**src/rtl/cryptkey_pkg.sv**
```systemverilog
// Shared encodings for the RAM arbiter: FSM states, owner identity and the
// application RAM word address width.
package cryptkey_pkg;

    localparam int RAM_ADDR_WIDTH = 15;

    localparam logic [1:0] ST_IDLE  = 2'd0;
    localparam logic [1:0] ST_GRANT = 2'd1;
    localparam logic [1:0] ST_RESP  = 2'd2;

    typedef enum logic [1:0] {
        IDLE  = ST_IDLE,
        GRANT = ST_GRANT,
        RESP  = ST_RESP
    } arb_state_t;

    localparam logic OWNER_CPU = 1'b0;
    localparam logic OWNER_DMA = 1'b1;

endpackage

```
**src/rtl/ram_arbiter.sv**
```systemverilog
// Shares the single application RAM port between the CPU and a DMA requester,
// round-robin on contention, with a per-access timeout and sticky error flag.
module ram_arbiter
    import cryptkey_pkg::*;
#(
    parameter int ADDR_WIDTH     = RAM_ADDR_WIDTH,
    parameter int TIMEOUT_CYCLES = 16
) (
    input  logic                  clk,
    input  logic                  rst_n,
    input  logic                  cpu_valid,
    input  logic [3:0]            cpu_wstrb,
    input  logic [ADDR_WIDTH-1:0] cpu_address,
    input  logic [31:0]           cpu_wdata,
    output logic                  cpu_ready,
    output logic [31:0]           cpu_rdata,
    input  logic                  dma_valid,
    input  logic [3:0]            dma_wstrb,
    input  logic [ADDR_WIDTH-1:0] dma_address,
    input  logic [31:0]           dma_wdata,
    output logic                  dma_ready,
    output logic [31:0]           dma_rdata,
    output logic                  ram_cs,
    output logic [3:0]            ram_we,
    output logic [ADDR_WIDTH-1:0] ram_address,
    output logic [31:0]           ram_write_data,
    input  logic [31:0]           ram_read_data,
    input  logic                  ram_ready,
    input  logic                  error_clear,
    output logic                  bus_error,
    output logic                  error_src
);

    localparam logic [7:0] LP_WAIT_LAST = 8'(TIMEOUT_CYCLES - 1);

    arb_state_t            r_state;
    logic                  r_owner;
    logic                  r_last_grant;
    logic [ADDR_WIDTH-1:0] r_addr;
    logic [31:0]           r_wdata;
    logic [3:0]            r_wstrb;
    logic [7:0]            r_wait_cnt;
    logic [31:0]           r_cpu_rdata;
    logic [31:0]           r_dma_rdata;
    logic                  r_bus_error;
    logic                  r_error_src;
    logic                  w_pick;

    // On a tie the port that did not win last time gets the grant.
    function automatic logic pick_owner(input logic cpu_v, input logic dma_v, input logic last);
        return (cpu_v && dma_v) ? ~last : dma_v;
    endfunction

    assign w_pick = pick_owner(cpu_valid, dma_valid, r_last_grant);

    always_ff @(posedge clk or negedge rst_n) begin
        if (!rst_n) begin
            r_state      <= IDLE;
            r_owner      <= OWNER_CPU;
            r_last_grant <= OWNER_DMA;
            r_addr       <= '0;
            r_wdata      <= '0;
            r_wstrb      <= '0;
            r_wait_cnt   <= '0;
            r_cpu_rdata  <= '0;
            r_dma_rdata  <= '0;
            r_bus_error  <= 1'b0;
            r_error_src  <= 1'b0;
        end else begin
            // The timeout branch below is later in the block, so a set wins over a clear.
            if (error_clear) begin
                r_bus_error <= 1'b0;
                r_error_src <= 1'b0;
            end
            case (r_state)
                IDLE: begin
                    if (cpu_valid || dma_valid) begin
                        r_owner      <= w_pick;
                        r_last_grant <= w_pick;
                        r_addr       <= (w_pick == OWNER_DMA) ? dma_address : cpu_address;
                        r_wdata      <= (w_pick == OWNER_DMA) ? dma_wdata   : cpu_wdata;
                        r_wstrb      <= (w_pick == OWNER_DMA) ? dma_wstrb   : cpu_wstrb;
                        r_wait_cnt   <= '0;
                        r_state      <= GRANT;
                    end
                end
                GRANT: begin
                    if (ram_ready) begin
                        if (r_owner == OWNER_DMA) r_dma_rdata <= ram_read_data;
                        else                      r_cpu_rdata <= ram_read_data;
                        r_state <= RESP;
                    end else if (r_wait_cnt == LP_WAIT_LAST) begin
                        if (r_owner == OWNER_DMA) r_dma_rdata <= 32'h0;
                        else                      r_cpu_rdata <= 32'h0;
                        r_bus_error <= 1'b1;
                        r_error_src <= r_owner;
                        r_state     <= RESP;
                    end else begin
                        r_wait_cnt <= r_wait_cnt + 8'd1;
                    end
                end
                RESP:    r_state <= IDLE;
                default: r_state <= IDLE;
            endcase
        end
    end

    assign ram_cs         = (r_state == GRANT);
    assign ram_we         = (r_state == GRANT) ? r_wstrb : 4'h0;
    assign ram_address    = r_addr;
    assign ram_write_data = r_wdata;
    assign cpu_ready      = (r_state == RESP) && (r_owner == OWNER_CPU);
    assign dma_ready      = (r_state == RESP) && (r_owner == OWNER_DMA);
    assign cpu_rdata      = r_cpu_rdata;
    assign dma_rdata      = r_dma_rdata;
    assign bus_error      = r_bus_error;
    assign error_src      = r_error_src;

endmodule

```
**config.mk**
```make
export PLATFORM = sky130hd
export DESIGN_NAME = ram_arbiter
export DESIGN_NICKNAME = d
export VERILOG_FILES = /design/src/rtl/cryptkey_pkg.sv /design/src/rtl/ram_arbiter.sv
export SDC_FILE = /design/constraint.sdc
export NUM_CORES = 1
export LEC_CHECK = 0
export CORE_MARGIN = 2
export CORE_UTILIZATION = 41
export CTS_CLUSTER_DIAMETER = 30
export DETAILED_ROUTE_END_ITERATION = 10
export PLACE_DENSITY = 0.79
export SLEW_MARGIN = 5
export SYNTH_ARGS = -nofsm -noshare
export SYNTH_HDL_FRONTEND = slang
export SYNTH_SLANG_ARGS = --single-unit
```
**constraint.sdc**
```tcl
create_clock -name clk -period 2.31 [get_ports clk]
set_input_delay 0.5775 -clock clk [delete_from_list [all_inputs] [get_ports clk]]
set_output_delay 0.5775 -clock clk [all_outputs]
set_load 0.01 [all_outputs]
```
==> reports/results.txt <==
Final Hold Vio Count: 0
Hold Path Class: input port to asynchronous set/reset pin
Register area share after synthesis: 58.6%
Highest routed metal layer: met4
Total CTS buffers: 17
Placed Area: 8410 µm²
Post-route ant nets: 0
Worst-margin pin slew: 0.693 ns
FF+latch area: 3230 µm²
Routed vias/inst: 5.24
P&R area growth vs syn: 64.8%
DRC errors left: 0
Pwr/cell area: 1300 nW/µm²
Crit path required time: 1.73 ns
Fraction of registers with async set/reset: 100%
Startpoint class of the critical path: register
Achievable clock frequency: 450 MHz
Initial antenna violation count: 0
Initial core utilization: 41.7%
Cell Rows: 42
Vias in the first global route: 4946
Pins Over Slew Limit: 0
Status: complete, no violations
Synth warn: 0
Area of the multi-input gates: 2120 µm²
Slew headroom: 53.8%
Htree depth: 4
Max Cap Viol: 0
Number of inserted diodes: 0
Clock skew: 0.00546 ns
Syn nets: 623
Ys flop type: dfrtp_1
Final WL: 15.7 mm
PortBufs: 259
Overflow after GRT: 0
CTS tree: yes
Final min period: 2.22 ns
Setup_tns: 0 ns
Synth cell types: 41
EDFF count, synth: 0
Synth area leader: dfrtp_1
Top area cells in the synthesized netlist: dfrtp_1 (58%), mux2i_1 (9.3%), nand2_1 (6.1%)
Share of the synthesized area in the top cell type: 58.2%
Via count: 4886
Routed length on met1: 6.52 mm
Die width: 120 µm
Most frequent cells in the layout: clkdlybuf4s50_1 (252), dfrtp_1 (127), nand2_1 (89)
Post-layout util: 68.8%
CP endpoint kind: primary output
Largest net degree at the start of global routing: 97
I/O pin count: 260
Syn Inst Count: 482
Worst-Skew Late Latency: 0.42 ns
Worst-path clk slew: 0.06 ns
RSZ-0062 raised after global routing: no
Design Area, Final: 9070 µm²
Detailed Place HPWL: 11.3 mm
Leak: 3.87 nW
Die extent in y: 120 µm
Wire per inst: 16.8 µm
Flops & latches, synth: 129
First-pass GRT wire length: 25.1 mm
Core Box Area: 13200 µm²
Arr. time, crit path: 1.65 ns
Root Buffer: clkbuf_16
Bufs on Longest Clock Path: 2
Met3 WL: 1.27 mm
Fraction of layout cells with a size suffix above 1: 9.25%
GRT Overall Usage: 22.4%
Worst vdd ir: 0.508 mV
Critical path class: register to primary output
Commonest non-fill, non-tap cell in the layout: clkdlybuf4s50_1
Period utilization: 96.2%
Worst-path fanout max: 5
Final setup vio count: 0
Post-synthesis instance area: 5510 µm²
GPL Wtd Cong: 0.780
Initial drt markers: 324
Layout net count: 885
Clock sinks: 129
Initial DRT Pass Iterations: 4
Wire length on met2: 7.65 mm
Syn avg cell area: 11.4 µm²
Filler cells: 938
Total die area: 14400 µm²
[synthesized netlist by cell type, types with 6 or more instances]
| cell type | number |
|---|---|
| buf_2 | 10 |
| nand2_1 | 89 |
| mux2i_1 | 51 |
| clkbuf_1 | 20 |
| a32o_1 | 32 |
| buf_1 | 6 |
| o21ai_0 | 56 |
| nor2_1 | 7 |
| o2bb2ai_1 | 32 |
| dfrtp_1 | 128 |
| and2_1 | 6 |
[flip-flops by register name (all words and copies together), names as in the netlist]
register	flops
ram_address	15
bus_error	1
r_last_grant	1
dma_rdata	32
cpu_rdata	32
r_wait_cnt	8
r_state	2
r_wstrb	4
r_owner	1
ram_write_data	32
error_src	1
[path summary, 6_finish.rpt]
path	slack, ns	startpoint	depth (start not counted)	end
min	0.1	rst_n	1	dma_rdata[25]$_DFFE_PN0P_
max	0.09	r_state[0]$_DFFE_PN0P_	2	dma_ready
min reg2reg	0.48	ram_write_data[13]$_DFFE_PN0P_	2	ram_write_data[13]$_DFFE_PN0P_
max in group asynchronous	1.53	rst_n	2	cpu_rdata[5]$_DFFE_PN0P_
max reg2reg	0.24	r_wait_cnt[4]$_DFFE_PN0P_	4	dma_rdata[14]$_DFFE_PN0P_
min in group clk	0.48	ram_write_data[13]$_DFFE_PN0P_	2	ram_write_data[13]$_DFFE_PN0P_
[power by group]
part / switching, mW / internal (mW)
sequential: 0.605 / 3.27
clock: 1.00 / 1.90
combinational: 2.26 / 2.74
total: 3.87 / 7.91
[layer usage]
layer,global-route usage (%),vias to the layer above
met5,0,-
met4,8.53,0
met3,6.42,22
met2,36.8,221
met1,28.1,2355
li1,-,2288
[critical path, stage by stage, from the launching register on]
cell	delay, ns
dfrtp_1	0.44
and3b_1	0.24
clkdlybuf4s50_1	0.55
[timing repair]
| action | in CTS | in global routing |
|---|---|---|
| setup endpoints to repair | 5 | 1 |
| pin swaps | 0 | 0 |
| resized for setup | 7 | 1 |
| hold buffers | 0 | 0 |
| setup buffers | 2 | 0 |
| hold endpoints to repair | 0 | 0 |
[logic make-up (layout without fill, tap and decap cells)]
| logic type | Yosys count | count (layout) | share of synthesized area (%) |
|---|---|---|---|
| simple gates | 117 | 117 | 9.32 |
| flops | 129 | 129 | 58.6 |
| fa+ha+maj | 1 | 1 | 0.227 |
| buf+inv | 42 | 317 | 3.50 |
| compound gates | 141 | 141 | 18.8 |
| mux | 52 | 52 | 9.48 |
[area by class of cell]
class	instances	share of cell area, %
clock buffers	20	5.14
clock inverters	12	1.99
inverters	3	0.152
multi-input cells	311	23.3
flip-flops and latches	129	35.6
well taps	176	2.43
repair buffers	282	31.4
[stage by stage]
step                      instances  setup WS, ns  power, mW  hold WS (ns)
after floorplan                 482         0.588       6.02         0.282
after CTS                       933        0.0159       11.9        0.0995
final                           933        0.0869       11.8        0.0984
after detailed placement        899         0.160       8.92         0.466
after global routing            933        0.0435       12.4         0.120
after global placement          899         0.194       8.76         0.457
Power figures use the tool's default switching activity.
